==> config.mk <==
export PLATFORM = sky130hd
export DESIGN_NAME = ghost_mode_scheduler
export DESIGN_NICKNAME = d
export VERILOG_FILES = /design/src/rtl/ghost_mode_pkg.sv /design/src/rtl/mode_phase_timer.sv /design/src/rtl/ghost_mode_scheduler.sv
export SDC_FILE = /design/constraint.sdc
export NUM_CORES = 1
export LEC_CHECK = 0
export CAP_MARGIN = 20
export CELL_PAD_IN_SITES_DETAIL_PLACEMENT = 1
export CELL_PAD_IN_SITES_GLOBAL_PLACEMENT = 2
export CORE_MARGIN = 3
export CORE_UTILIZATION = 37
export CTS_CLUSTER_SIZE = 8
export DETAILED_ROUTE_END_ITERATION = 8
export PLACE_DENSITY = 0.77
export SKIP_CTS_REPAIR_TIMING = 1
export SLEW_MARGIN = 20
export SYNTH_ARGS = -nofsm -noshare
export SYNTH_HDL_FRONTEND = slang
export SYNTH_SLANG_ARGS = --single-unit
==> constraint.sdc <==
create_clock -name clk -period 2.6 [get_ports clk]
set_input_delay 0.65 -clock clk [delete_from_list [all_inputs] [get_ports clk]]
set_output_delay 0.65 -clock clk [all_outputs]
set_load 0.02 [all_outputs]
==> src/rtl/ghost_mode_pkg.sv <==
// rtl/ghost_mode_pkg.sv - shared types, tick width and phase schedule lookup for the ghost mode sequencer
package ghost_mode_pkg;

  localparam int TICK_W = 11;

  typedef enum logic [1:0] {
    ST_IDLE,
    ST_DELAY,
    ST_SCHED,
    ST_FRIGHT
  } gm_state_e;

  typedef struct packed {
    logic [TICK_W-1:0] dur;
    logic              scatter;
  } phase_entry_t;

  // Phase 7 returns a zero duration so its timer never reaches the expiry count.
  function automatic phase_entry_t phase_lookup(
    input logic [2:0]        ph,
    input logic [TICK_W-1:0] scatter_long,
    input logic [TICK_W-1:0] scatter_short,
    input logic [TICK_W-1:0] chase
  );
    phase_entry_t e;
    case (ph)
      3'd0, 3'd2:       e = '{dur: scatter_long,  scatter: 1'b1};
      3'd4, 3'd6:       e = '{dur: scatter_short, scatter: 1'b1};
      3'd1, 3'd3, 3'd5: e = '{dur: chase,         scatter: 1'b0};
      default:          e = '{dur: {TICK_W{1'b0}}, scatter: 1'b0};
    endcase
    return e;
  endfunction

endpackage

==> src/rtl/mode_phase_timer.sv <==
// rtl/mode_phase_timer.sv - frame-tick down-counter with load, hold and expiry strobe
module mode_phase_timer
  import ghost_mode_pkg::*;
(
  input  logic              clk,
  input  logic              rst,
  input  logic              tick,
  input  logic              hold,
  input  logic              load,
  input  logic [TICK_W-1:0] load_val,
  output logic [TICK_W-1:0] count_next,
  output logic              expire
);

  logic [TICK_W-1:0] count_q, count_d;

  always_comb begin
    count_d = count_q;
    if (load) begin
      count_d = load_val;
    end else if (tick && !hold && (count_q != '0)) begin
      count_d = count_q - 1'b1;
    end
  end

  always_ff @(posedge clk or posedge rst) begin
    if (rst) begin
      count_q <= '0;
    end else begin
      count_q <= count_d;
    end
  end

  // Decoded from the registered count so the owner can act on the same edge the tick is sampled.
  assign expire     = (count_q == TICK_W'(1)) & tick & ~hold;
  assign count_next = count_d;

endmodule

==> src/rtl/ghost_mode_scheduler.sv <==
// rtl/ghost_mode_scheduler.sv - scatter/chase schedule with frightened overlay; FRIGHT_FLASH_EN enables frightFlash
module ghost_mode_scheduler
  import ghost_mode_pkg::*;
#(
  parameter int START_DELAY_T   = 300,
  parameter int SCATTER_LONG_T  = 420,
  parameter int SCATTER_SHORT_T = 300,
  parameter int CHASE_T         = 1200,
  parameter int FRIGHT_T        = 360,
  parameter int FLASH_T         = 120
)
(
  input  logic       clk,
  input  logic       rst,
  input  logic       frame_tick,
  input  logic       start,
  input  logic       pause,
  input  logic       power_pellet,
  output logic       isScatter,
  output logic       isChase,
  output logic       isFrightened,
  output logic       frightFlash,
  output logic [2:0] phase,
  output logic       reverse_pulse
);

  localparam logic FRIGHT_EN = (FRIGHT_T != 0);

  gm_state_e         state_q, state_d;
  logic [2:0]        phase_q, phase_d;
  logic              scatter_q, scatter_d;
  logic              chase_q, chase_d;
  logic              fright_q, fright_d;
  logic              flash_q, flash_d;
  logic              rev_q, rev_d;

  logic              pt_load, pt_hold, pt_expire;
  logic [TICK_W-1:0] pt_val, unused_pt_next;
  logic              ft_load, ft_hold, ft_expire;
  logic [TICK_W-1:0] ft_next;
  phase_entry_t      nxt_entry;

  // The schedule freezes while frightened; the fright timer only runs in FRIGHT.
  assign pt_hold = pause | (state_q == ST_FRIGHT) | (state_q == ST_IDLE);
  assign ft_hold = pause | (state_q != ST_FRIGHT);

  assign nxt_entry = phase_lookup(phase_q + 3'd1, TICK_W'(SCATTER_LONG_T),
                                  TICK_W'(SCATTER_SHORT_T), TICK_W'(CHASE_T));

  mode_phase_timer u_phase_timer (
    .clk        (clk),
    .rst        (rst),
    .tick       (frame_tick),
    .hold       (pt_hold),
    .load       (pt_load),
    .load_val   (pt_val),
    .count_next (unused_pt_next),
    .expire     (pt_expire)
  );

  mode_phase_timer u_fright_timer (
    .clk        (clk),
    .rst        (rst),
    .tick       (frame_tick),
    .hold       (ft_hold),
    .load       (ft_load),
    .load_val   (TICK_W'(FRIGHT_T)),
    .count_next (ft_next),
    .expire     (ft_expire)
  );

  always_comb begin
    state_d   = state_q;
    phase_d   = phase_q;
    scatter_d = scatter_q;
    chase_d   = chase_q;
    rev_d     = 1'b0;
    pt_load   = 1'b0;
    pt_val    = '0;
    ft_load   = 1'b0;
    case (state_q)
      ST_IDLE: begin
        if (start) begin
          state_d = ST_DELAY;
          pt_load = 1'b1;
          pt_val  = TICK_W'(START_DELAY_T);
        end
      end
      ST_DELAY: begin
        if (pt_expire) begin
          state_d   = ST_SCHED;
          phase_d   = 3'd0;
          scatter_d = 1'b1;
          chase_d   = 1'b0;
          pt_load   = 1'b1;
          pt_val    = TICK_W'(SCATTER_LONG_T);
        end
      end
      ST_SCHED: begin
        // Phase advance and pellet entry may coincide; both share one reverse pulse.
        if (pt_expire && (phase_q != 3'd7)) begin
          phase_d   = phase_q + 3'd1;
          scatter_d = nxt_entry.scatter;
          chase_d   = ~nxt_entry.scatter;
          pt_load   = 1'b1;
          pt_val    = nxt_entry.dur;
          rev_d     = 1'b1;
        end
        if (power_pellet && FRIGHT_EN) begin
          state_d = ST_FRIGHT;
          ft_load = 1'b1;
          rev_d   = 1'b1;
        end
      end
      ST_FRIGHT: begin
        if (power_pellet) begin
          ft_load = 1'b1;
        end else if (ft_expire) begin
          state_d = ST_SCHED;
        end
      end
      default: state_d = ST_IDLE;
    endcase

    fright_d = (state_d == ST_FRIGHT);
`ifdef FRIGHT_FLASH_EN
    flash_d = fright_d && (ft_next <= TICK_W'(FLASH_T));
`else
    flash_d = 1'b0;
`endif
  end

`ifndef FRIGHT_FLASH_EN
  logic unused_flash_cfg;
  assign unused_flash_cfg = ^{ft_next, FLASH_T[0]};
`endif

  always_ff @(posedge clk or posedge rst) begin
    if (rst) begin
      state_q   <= ST_IDLE;
      phase_q   <= 3'd0;
      scatter_q <= 1'b0;
      chase_q   <= 1'b0;
      fright_q  <= 1'b0;
      flash_q   <= 1'b0;
      rev_q     <= 1'b0;
    end else begin
      state_q   <= state_d;
      phase_q   <= phase_d;
      scatter_q <= scatter_d;
      chase_q   <= chase_d;
      fright_q  <= fright_d;
      flash_q   <= flash_d;
      rev_q     <= rev_d;
    end
  end

  assign isScatter     = scatter_q;
  assign isChase       = chase_q;
  assign isFrightened  = fright_q;
  assign frightFlash   = flash_q;
  assign phase         = phase_q;
  assign reverse_pulse = rev_q;

endmodule

# Word-level counts from Yosys, hierarchy flattened
# Index checks and enable logic that the tools add are counted.
# word_totals
register_bits	31
latch_bits	0
ram_bits	0
romBits	0
out_inout_bits	8
wordCells	88
memories	0
# op_classes
addsub	3
multipliers	0
n_div	0
order_cmp	0
n_eq_ne	16
n_shift	0
n_mux	32
bitwise	10
n_reduce_logical	19
# ops
op	count
$mux 11	5
$pmux 12 s3	1
$pmux 11 s3	1
$eq 11x1->1 const B	2
$reduce_bool 11->1	2
$sub 11x1->11 const B	2
$mux 9	2
$mux 1	11
$mux 2	5
$eq 3x3->1 const B	3
$pmux 2 s4	1
$eq 2x2->1 const B	3
$eq 3x2->1 const B	2
$mux 3	2
$ne 2x2->1 const B	3
$pmux 3 s2	1
$reduce_bool 2->1	3
$reduce_or 2->1	3
$logic_and 1x1->1	5
$and 1x1->1	4
$pmux 1 s2	2
$add 3x1->3 const B	1
$eq 3x1->1 const B	1
$logic_not 3->1	1
9 further kinds	14

# Depth between registers and ports, before layout
# depth
word_depth	9
mapped_depth	9
mapped_depth_nobuf	8

# Cells and area by module
# From an unflattened synthesis, not the netlist that was laid out.
# hier_totals
hier_cells	227
area_unflattened_um2	2164.6
# by_module_without_submodules
mod	n_inst	cells_each	area_each_um2	seq_area_each_um2
mode_phase_timer	2	84	784.5	275.3
ghost_mode_scheduler	1	59	595.6	225.2

# Least setup slack after synthesis
# Ideal clock, no wire load.
# synth_timing
path_kind	reg2reg
from	reg phase_q[0] (netlist: phase[0])
to	reg u_phase_timer.count_q[10]
setup_ns	0.123
arrival_time_ns	1.850
required_time_ns	2.477
path_slack_ns	0.627
path_stages_with_launch	9
path_buffers	0
synth_period_minus_slack_ns	1.973
path_cell_list	dfrtp_1 ha_1 ha_1 nor2b_1 o2111ai_1 o21ai_0 or2_4 a21boi_1 o2bb2a_2
# synth_between
elab_chain_len	7
word_cells_on_any_way	20
classes_between	1 x add/sub; 7 x eq/ne; 6 x mux; 6 x reduce/logical
# synth_rtl
element	line	source
from (decl)	ghost_mode_scheduler.sv:30	logic [2:0] phase_q, phase_d;
from (signal assigned)	ghost_mode_scheduler.sv:149	phase_q <= phase_d;
$add 3x1->3	ghost_mode_scheduler.sv:47	assign nxt_entry = phase_lookup(phase_q + 3'd1, TICK_W'(SCATTER_LONG_T),
$eq 3x1->1, or another cell as far along	ghost_mode_pkg.sv:26	case (ph)
$reduce_or 3->1 or $reduce_or 2->1 (tied branches)	ghost_mode_pkg.sv:26	
$pmux 12 s3	ghost_mode_pkg.sv:26	
$mux 11	ghost_mode_scheduler.sv:101	if (pt_expire && (phase_q != 3'd7)) begin
$pmux 11 s3	ghost_mode_scheduler.sv:81	case (state_q)
$mux 11	mode_phase_timer.sv:19	if (load) begin
to (signal assigned)	mode_phase_timer.sv:30	count_q <= count_d;
to (decl)	mode_phase_timer.sv:15	logic [TICK_W-1:0] count_q, count_d;
# Parallel ways exist; a longest one is shown, timed or not.
# A chain may end at the register's enable or synchronous reset.

# Final worst setup path
# layout_timing
from	in pause
to	reg u_phase_timer.count_q[2]
# layout_between
elab_chain_len	8
word_cells_on_any_way	16
classes_between	7 x mux; 4 x bitwise; 5 x reduce/logical
# layout_rtl
element	line	source
from (decl)	ghost_mode_scheduler.sv:17	input logic pause,
$or 1x1->1 (*) (2 in a row)	ghost_mode_scheduler.sv:44	assign pt_hold = pause | (state_q == ST_FRIGHT) | (state_q == ST_IDLE);
$not 1->1	mode_phase_timer.sv:35	assign expire = (count_q == TICK_W'(1)) & tick & ~hold;
$and 1x1->1	mode_phase_timer.sv:35	
$logic_and 1x1->1	ghost_mode_scheduler.sv:101	
$mux 11 or $mux 1 (tied branches)	ghost_mode_scheduler.sv:101	
$pmux 11 s3 or $pmux 1 s3 (tied branches)	ghost_mode_scheduler.sv:81	
$mux 11 or $reduce_bool 2->1 (tied branches)	-	
# Every way passes the cells marked *; elsewhere a longest branch is shown, timed or not.

==> metrics.yaml <==
grt:
  grt.overflow.total: 0
  grtUsageTotal: 0.1637
  grt_pass1_vias: 1599
  grt_pass1_wl_um: 7714
  antenna_found_initial: 0
  grt_max_degree: 31
routing:
  drt_iter0_markers: 57
  drc: 0
  num_vias: 1459
  routed_via_density: 5.248
  wirelength_um: 4539
  post_drt_wl_per_cell_um: 16.33
  ant_nets: 0
  firstDrtPassIters: 4
yosys:
  yosysWarnings: 0
  syn_area_mm2: 0.001876
  syn_nets: 214
  postSynth.asyncResetShare: 1.000
  synth_seq_cells: 30
  synth_top_area_share: 0.4003
  postSynthCellCount: 196
  synth_edf_count: 0
  yosysUniqueCellTypes: 51
  synthTopCellsByArea: "dfrtp_1 (40%), ha_1 (8.0%), nor2_1 (4.0%), xor2_1 (3.7%), xnor2_1 (3.3%)"
  synth-seq-area-share: 0.4003
  avgSynthCellArea_um2: 9.569
  yosys.area.top_type: "dfrtp_1"
  synth_ff_type: "dfrtp_1"
clock_tree:
  cts_root_buf: "clkbuf_8"
  cts_buffer_depth: 2
  tritoncts: "done"
  numCtsBuffers: 5
  clk_pin_slew_ns: 0.06
  htreeDepth: 2
  clock_sinks: 30
  clock_latency_ns: 0.28
placed_design:
  numPlacedInstances: 271
  buffer_ports.inserted: 12
  place_hpwl_um: 3343
  dpl_cell_area_mm2: 0.002051
  gp_congestion: 0.7912
sta:
  finalHoldViolCount: 0
  fmaxAchievable_mhz: 403.3
  min_period_over_period: 0.9537
  fin_skew_ns: 0.009760
  slew_headroom: 0.5258
  whs_ns: 0.5336
  rsz0062_at_grt: "no"
  setup_viol: 0
  min_period_ns: 2.480
  worst_slew_pin_slew_ns: 0.7049
  maxSlewViolCount: 0
pwr:
  intPower_w: 0.001087
  switching_share: 0.3945
  p_switching_w: 0.0007083
  seqPwrFrac: 0.457
  clkPwrFrac: 0.196
  p_leak_nw: 0.9545
  combPwrFrac: 0.347
  total_power_w: 0.001795
  vdd_ir_drop_max_mv: 0.2716
  p_per_area_mw_per_mm2: 844.1
finish:
  final_common_cell: "dfrtp_1"
  nets: 229
  nFillCells: 589
  drive_gt1_frac: 0.1185
  final_cell_mix: "dfrtp_1 (30), nor2_1 (20), nand2_1 (15)"
  seq_area_um2: 750.7
  multi_input_area_mm2: 0.001013
  antennaDiodeCount: 0
  stdcell_count: 278
  final_util: 0.4416
  area_delta_synth_final_pct: 13.41
  fin_area_mm2: 0.002127
floorplanning:
  dieArea_mm2: 0.005959
  io_pins: 14
  rows: 25
  initial_utilization: 0.3894
  die_x_um: 77.20
  core_area_mm2: 0.004817
  fp.dieH_um: 77.20
critical_path:
  slowest_delay_ns: 0.54
  critPathBufInv: 1
  critPathMaxFanout: 12
  cp.arrival_ns: 2.64
  worst-setup-path-type: "primary input to flip-flop"
  critPathRequiredTime_ns: 2.76
  cp_top_family: "compound AO/OA/AOI/OAI gates"
  cp_cell_sequence: "clkdlybuf4s50_1 -> and2b_2 -> and2_1 -> a21boi_2 -> mux2i_1 -> o31ai_1 -> a21oi_1"
  crit_path_end_kind: "flip-flop"
  start_kind: "primary input"
  crit_slowest_cell: "a21boi_2"
status:
  outcome: "finished, final reports clean"
run:
  maxCapViolCount: 0
hold_path:
  hold_class: "flip-flop to flip-flop"
[metal layers]
layer,up-vias,wire (µm),track usage,share of wire
met5,-,0,0,0
met4,0,61,0.05338,0.013
met3,6,140,0.03169,0.031
met2,26,2127,0.2625,0.47
met1,723,2209,0.2208,0.49
li1,704,-,-,-
[layout make-up]
| type | instances | area share |
|---|---|---|
| multi-input cells | 145 | 0.4765 |
| repair buffers | 17 | 0.07412 |
| inverters | 12 | 0.02118 |
| flip-flops and latches | 30 | 0.3529 |
| well taps | 67 | 0.03941 |
| clock buffers | 7 | 0.03588 |
[power by group through the flow]
stage | Combinational [W] | Clock (W) | Sequential [W]
6_report | 0.000622 | 0.000352 | 0.000821
2_1_floorplan | 0.000513 | 0 | 0.000766
3_5_place_dp | 0.000621 | 0 | 0.000829
4_1_cts | 0.000633 | 0.000366 | 0.000821
3_3_place_gp | 0.000588 | 0 | 0.000813
5_1_grt | 0.000708 | 0.000391 | 0.000850
[path summary, 6_finish.rpt]
path	start	to	slack, ns	depth (start not counted)
max in group asynchronous	rst	u_fright_timer.count_q[5]	1.55	3
min in group asynchronous	rst	isFrightened	0.76	3
max	pause	u_phase_timer.count_q[2]	0.12	7
max reg2reg	state_q[1]	u_phase_timer.count_q[2]	0.38	6
min reg2reg	isScatter	isScatter	0.53	2
min	isScatter	isScatter	0.53	2
[cells in the mapped netlist (all sizes together), types with 2 or more instances]
library cell	n
xor2	8
ha	12
nor3b	2
or2	3
o22a	2
a211oi	3
xnor2	7
buf	7
and2	5
and2b	3
o31ai	2
a21oi	7
mux2i	2
o21ai	9
nand4	4
o21a	3
dfrtp	30
clkbuf	2
a21boi	2
nand3	7
nor3	7
nand2	15
inv	12
nor2	20
nor4	3
or3	3
[cell families (layout without fill, tap and decap cells)]
| logic type | count (synthesis) | count (layout) | synth area share |
|---|---|---|---|
| AOI/OAI and AO/OA | 38 | 38 | 0.1388 |
| xor gates and xnor gates | 15 | 15 | 0.07005 |
| adders and majority gates | 12 | 12 | 0.08005 |
| buffers and inverters | 21 | 36 | 0.05937 |
| DFF | 30 | 30 | 0.4003 |
| muxes | 3 | 3 | 0.01668 |
| other | 1 | 1 | 0.001999 |
| and+or+nand+nor | 76 | 76 | 0.2328 |
[worst reg2reg max path: cells and delay by family, from the launching register on]
kind            cells  cell delay, ns
compound gates      3            0.92
xor+xnor            1            0.23
flops               1            0.51
mux                 1            0.27
simple gates        1            0.17
[stage by stage]
| stage | setup TNS [ns] | worst slack (ns) |
|---|---|---|
| floorplan | 0 | 0.6267 |
| global placement | 0 | 0.03124 |
| detailed placement | -0.2155 | -0.1217 |
| CTS | 0 | 0.1831 |
| global route | 0 | 0.05755 |
| finish | 0 | 0.1205 |
[sequential cells by signal, summed over array words and instances (netlist names)]
register and cells:
u_phase_timer.count_q 11, reverse_pulse 1, isFrightened 1, state_q 2, isScatter 1, phase 3, u_fright_timer.count_q 11
(Power assumes the default switching activity.)
